==> config.mk <==
export PLATFORM = sky130hd
export DESIGN_NAME = booth_mult16
export DESIGN_NICKNAME = d
export VERILOG_FILES = /design/src/rtl/booth_mult16.sv
export SDC_FILE = /design/constraint.sdc
export NUM_CORES = 1
export LEC_CHECK = 0
export CAP_MARGIN = 25
export CORE_MARGIN = 5
export CORE_UTILIZATION = 35
export CTS_BUF_LIST = sky130_fd_sc_hd__clkbuf_8
export DETAILED_ROUTE_END_ITERATION = 6
export PLACE_DENSITY_LB_ADDON = 0.05
export SYNTH_ARGS = -nofsm -noshare
export SYNTH_HDL_FRONTEND = slang
export SYNTH_SLANG_ARGS = --single-unit
==> constraint.sdc <==
create_clock -name CLK -period 7.91 [get_ports CLK]
set_input_delay 1.1865 -clock CLK [delete_from_list [all_inputs] [get_ports CLK]]
set_output_delay 1.1865 -clock CLK [all_outputs]
set_load 0.05 [all_outputs]
==> src/rtl/booth_mult16.sv <==
// ---------------------------------------------------------------------------
// booth_mult16
//   Byte-serial 16x16 signed multiplier built around a radix-2 Booth
//   sequencer. Four operand bytes (A then B) are collected, the product is
//   formed over 16 Booth steps, then streamed out as four bytes.
//
// Parameters
//   MSB_FIRST  1: operand/product bytes travel most-significant first
//              0: least-significant first
//
// Ports
//   CLK        system clock, rising-edge active
//   reset_n    synchronous active-low reset
//   in_valid   in_byte holds an operand byte
//   in_byte    operand byte stream (A hi, A lo, B hi, B lo when MSB_FIRST=1)
//   in_ready   block accepts in_byte this cycle (LOAD only)
//   out_valid  out_byte holds a product byte (EMIT only)
//   out_byte   product byte stream (P[31:24] .. P[7:0] when MSB_FIRST=1)
//   out_ready  consumer accepts out_byte this cycle
//   busy       high while computing or emitting
//   done_cnt   number of products fully emitted, wraps at 256
// ---------------------------------------------------------------------------
module booth_mult16 #(
  parameter int MSB_FIRST = 1
) (
  input  logic       CLK,
  input  logic       reset_n,
  input  logic       in_valid,
  input  logic [7:0] in_byte,
  output logic       in_ready,
  output logic       out_valid,
  output logic [7:0] out_byte,
  input  logic       out_ready,
  output logic       busy,
  output logic [7:0] done_cnt
);

  localparam logic [1:0] ST_LOAD = 2'd0;
  localparam logic [1:0] ST_CALC = 2'd1;
  localparam logic [1:0] ST_EMIT = 2'd2;

  logic [1:0]         state_q, state_d;
  logic [1:0]         idx_q, idx_d;      // next operand byte slot
  logic [1:0]         optr_q, optr_d;    // next product byte to emit
  logic [3:0]         step_q, step_d;    // Booth step counter
  logic [31:0]        opnd_q, opnd_d;    // {A, B}
  logic signed [16:0] acc_q, acc_d;      // Booth partial accumulator
  logic [15:0]        mq_q, mq_d;        // multiplier / low product half
  logic               qm1_q, qm1_d;      // Booth q(-1) bit
  logic [31:0]        prod_q, prod_d;
  logic [7:0]         done_q, done_d;

  logic signed [16:0] mcand;
  logic signed [16:0] sum;

  // Byte position inside {A,B} (3 = A hi, 0 = B lo) for an input index.
  // LSB-first order is A lo, A hi, B lo, B hi, i.e. positions 2,3,0,1.
  function automatic logic [1:0] in_pos(input logic [1:0] idx);
    if (MSB_FIRST != 0) in_pos = 2'd3 - idx;
    else                in_pos = idx ^ 2'd2;
  endfunction

  // Byte position inside P (3 = P[31:24]) for an output pointer.
  function automatic logic [1:0] out_pos(input logic [1:0] ptr);
    if (MSB_FIRST != 0) out_pos = 2'd3 - ptr;
    else                out_pos = ptr;
  endfunction

  assign in_ready  = (state_q == ST_LOAD);
  assign out_valid = (state_q == ST_EMIT);
  assign busy      = (state_q != ST_LOAD);
  assign done_cnt  = done_q;
  assign out_byte  = (state_q == ST_EMIT) ? prod_q[{out_pos(optr_q), 3'b000} +: 8] : 8'h00;

  // Booth add/subtract of the sign-extended multiplicand A. A 17-bit
  // accumulator cannot overflow: after every shift it stays in 16-bit range.
  always_comb begin
    mcand = $signed({opnd_q[31], opnd_q[31:16]});
    unique case ({mq_q[0], qm1_q})
      2'b01:   sum = acc_q + mcand;
      2'b10:   sum = acc_q - mcand;
      default: sum = acc_q;
    endcase
  end

  always_comb begin
    state_d = state_q;
    idx_d   = idx_q;
    optr_d  = optr_q;
    step_d  = step_q;
    opnd_d  = opnd_q;
    acc_d   = acc_q;
    mq_d    = mq_q;
    qm1_d   = qm1_q;
    prod_d  = prod_q;
    done_d  = done_q;

    unique case (state_q)
      ST_LOAD: begin
        if (in_valid) begin
          opnd_d[{in_pos(idx_q), 3'b000} +: 8] = in_byte;
          idx_d = idx_q + 2'd1;
          if (idx_q == 2'd3) begin
            // Seed the Booth registers on the accepting edge so that all
            // 16 CALC edges are real Booth steps.
            state_d = ST_CALC;
            step_d  = 4'd0;
            acc_d   = '0;
            mq_d    = opnd_d[15:0];
            qm1_d   = 1'b0;
          end
        end
      end

      ST_CALC: begin
        // Arithmetic right shift of {acc, mq, q(-1)} after the add.
        acc_d  = sum >>> 1;
        mq_d   = {sum[0], mq_q[15:1]};
        qm1_d  = mq_q[0];
        step_d = step_q + 4'd1;
        if (step_q == 4'd15) begin
          // Shifted {acc[15:0], mq} equals {sum, mq[15:1]}.
          prod_d  = {sum, mq_q[15:1]};
          state_d = ST_EMIT;
          optr_d  = 2'd0;
        end
      end

      ST_EMIT: begin
        if (out_ready) begin
          optr_d = optr_q + 2'd1;
          if (optr_q == 2'd3) begin
            state_d = ST_LOAD;
            idx_d   = 2'd0;
            done_d  = done_q + 8'd1;
          end
        end
      end

      default: begin
        state_d = ST_LOAD;
        idx_d   = 2'd0;
        optr_d  = 2'd0;
      end
    endcase
  end

  always_ff @(posedge CLK) begin
    if (!reset_n) begin
      state_q <= ST_LOAD;
      idx_q   <= 2'd0;
      optr_q  <= 2'd0;
      step_q  <= 4'd0;
      opnd_q  <= '0;
      acc_q   <= '0;
      mq_q    <= '0;
      qm1_q   <= 1'b0;
      prod_q  <= '0;
      done_q  <= 8'd0;
    end else begin
      state_q <= state_d;
      idx_q   <= idx_d;
      optr_q  <= optr_d;
      step_q  <= step_d;
      opnd_q  <= opnd_d;
      acc_q   <= acc_d;
      mq_q    <= mq_d;
      qm1_q   <= qm1_d;
      prod_q  <= prod_d;
      done_q  <= done_d;
    end
  end

endmodule

==> impl_results.md <==
- GR Util All Layers: 16.74%
- Yosys reg bits: around 120
- Reg clk slew, reported paths: 0.07 ns
- Core Area: between 15000 and 20000 um2
- Die Wd: 145.8 um
- Area Growth Syn to Fin: 12.90%
- CTS tree: yes
- Max Transition Viols Final: 0
- Reg2reg path depth: 11
- Critical Path Start: optr_q[0]$_SDFFE_PN0P_
- Fmax: 0.2588 GHz
- Top Ports: 31
- Setup TNS: 0 ns
- Cells after Synth: between 700 and 800
- Multi-input gate area: slightly below 4000 um2
- Synth unique cells: 55
- Final Setup Violations: 0
- Final ANT Viol Nets: 0
- Cell taking the most area after synthesis: dfxtp_1
- Crit. End Element: primary output
- WHS Endpoint: prod_q[11]$_SDFFE_PN0P_
- Final Instance Area: 7291 um2
- Post-detailed-route DRC marker count: 0
- Primary FF master, synth: dfxtp_1
- Relative slew slack: between 30% and 40%
- Drt pass-1 iters: 7
- Startpoint class of the critical path: flop
- Commonest non-fill, non-tap cell in the layout: dfxtp_1
- Final wirelength: ~17000 um
- Hold Crit Depth: 2
- Placed Area: 6913 um2
- RSZ-0062 raised after global routing: no
- Global-route wire length before repair: around 29000 um
- Hold Buf Count CTS: 0
- Port Buffer Count: 30
- Fin crit period: about 3.9 ns
- Post-DR vias/cell: about 5.3
- Post-CTS setup buffers: 0
- CP required: around 6.7 ns
- Initial core utilization: 35.70%
- Synth Cell Area: 6457 um2
- Initial antenna violation count: 0
- CP arrival: 2.68 ns
- Commonest cells after routing, fill and taps aside: 115 x dfxtp_1, 107 x nand2_1, 57 x nor2_1, 57 x a21oi_1, 57 x nor2b_1
- Critical path class: flop to primary output
- Register area: 2302 um2
- Period utilisation layout: roughly half
- Top cell type's share of synthesized area: between 30% and 40%
- Worst r2r dst: prod_q[30]$_SDFFE_PN0P_
- Final estimated routing congestion in global placement: 0.8685
- Peak supply drop: slightly above 0.1 mV
- Hpwl dp: between 10000 and 15000 um
- Rows: around 50
- Number of diodes: 0
- Synth async-reset ratio: 0%
- Largest net degree at the start of global routing: approximately 120
- Routed len/inst: 16.83 um
- CTS max path bufs: 2
- H-tree levels: 4
- Fill cells: approximately 1900
- Total CTS buffers: 17
- Syn avg cell area: about 8 um2
- Met2 Track Usage GR: 25.52%
- CP Max Fanout: 11
- Vias in the first global route: just over 5000
- Hold Startpoint: prod_q[11]$_SDFFE_PN0P_
- Worst r2r src: mq_q[0]$_SDFFE_PN0P_
- Post-Syn Nets: a little over 800
- Met3 Track Usage GR: between 3 and 4%
- Leakage power: between 0.002 and 0.003 uW
- Fin nets: 831
- Yosys Warn Count: 0
- GRT busiest layer: met2
- Status: finished, final reports clean
- Clock Skew: 0.01471 ns
- Met1 Use GR: a little under a quarter
- Main area contributors after synthesis: dfxtp_1 36%, nand2_1 6.2%, nor2b_1 5.5%
- Die ar.: around 21000 um2
- Final Hold Vio Count: 0
- Reg2reg setup slack: 4.42 ns
- Hold Path Class: flop to flop
- Pwr Density: ~180 nW/um2
- Worst-margin pin slew: between 0.9 and 1 ns
- DR vias: 5492
- Grt ovf: 0
- PostCTS Resize Cnt: 0
- Initial DRC count: around 430
- Max-Cap Viols: 0
- Post-synth EDFFs: 0
- Root Buffer: clkbuf_8
- Die span in y: 145.8 um
- Worst skew pair latency: 0.43 ns
- Share of layout cells above drive strength 1: under 10%
- Sequential area share after synthesis: about 36%
- CTS Sinks: ~120
registers in the layout, indices dropped and copies added, names as in the netlist:
name	cells
acc_q	16
done_cnt	8
idx_q	2
mq_q	16
opnd_q	32
optr_q	2
prod_q	32
qm1_q	1
state_q	2
step_q	4
how the worst max path moves through the flow:
stage,to,depth (start not counted)
after floorplan,prod_q[31]$_SDFFE_PN0P_,13
after global placement,opnd_q[16]$_SDFFE_PN0P_,5
after detailed placement,out_byte[0],3
after CTS,out_byte[0],3
after global routing,out_byte[0],3
final,out_byte[0],3
per-stage QoR:
step	std cells	hold WS [ns]	power [uW]	worst slack [ns]	util [%]
2_1_floorplan	787	0.4402	749.3	4.898	-
3_3_place_gp	1000	0.4542	797.0	4.437	38.07
3_5_place_dp	1001	0.4603	801.3	4.434	38.22
4_1_cts	1031	0.4699	1311	3.958	40.16
5_1_grt	1032	0.4799	1362	3.868	40.31
6_report	1032	0.4625	1295	4.046	40.31
power by group:
part	internal [uW]	switching, uW
Sequential	589	8.58
Combinational	79.9	114
Clock	257	246
Total	926	369
synthesized netlist by cell type, drive strengths merged (8+ instances only):
library cell	instances
a211oi	17
a21boi	39
a21oi	57
a22oi	8
and2	12
clkbuf	45
dfxtp	115
ha	26
inv	14
mux4	8
nand2	107
nand2b	8
nand3	28
nor2	58
nor2b	57
nor3	12
o211a	20
o21a	8
o21ai	35
xnor2	22
xor2	12
cell type report:
type | instances | share of cell area (%)
clock buffers | 19 | 3.587
clock inverters | 11 | 1.218
inverters | 14 | 0.7208
multi-input cells | 607 | 53.65
flip-flops and latches | 115 | 31.58
well taps | 229 | 3.930
repair buffers | 37 | 5.320
critical path, cell delays in order, from the launching register on:
cell	delay [ns]
dfxtp_1	0.77
mux4_2	0.62
nor2b_1	0.15
clkdlybuf4s50_1	0.72
kinds of logic (layout without fill, tap and decap cells):
logic type               Yosys count  after routing  share of synthesized area (%)
adder cells (fa/ha/maj)           27             27                          5.348
buffers and inverters             65             81                          3.817
multiplexers                      16             16                          4.127
XOR/XNOR                          34             34                          4.611
AO/OA/AOI/OAI                    213            213                          22.32
flip-flops                       115            115                          35.65
AND/OR/NAND/NOR                  317            317                          24.12
layer usage:
| layer | wire length [um] | vias up |
|---|---|---|
| met5 | 0 | - |
| met4 | 270 | 0 |
| met3 | 508 | 14 |
| met2 | 7775 | 85 |
| met1 | 8813 | 2615 |
| li1 | - | 2778 |
Power figures use the tool's default switching activity.
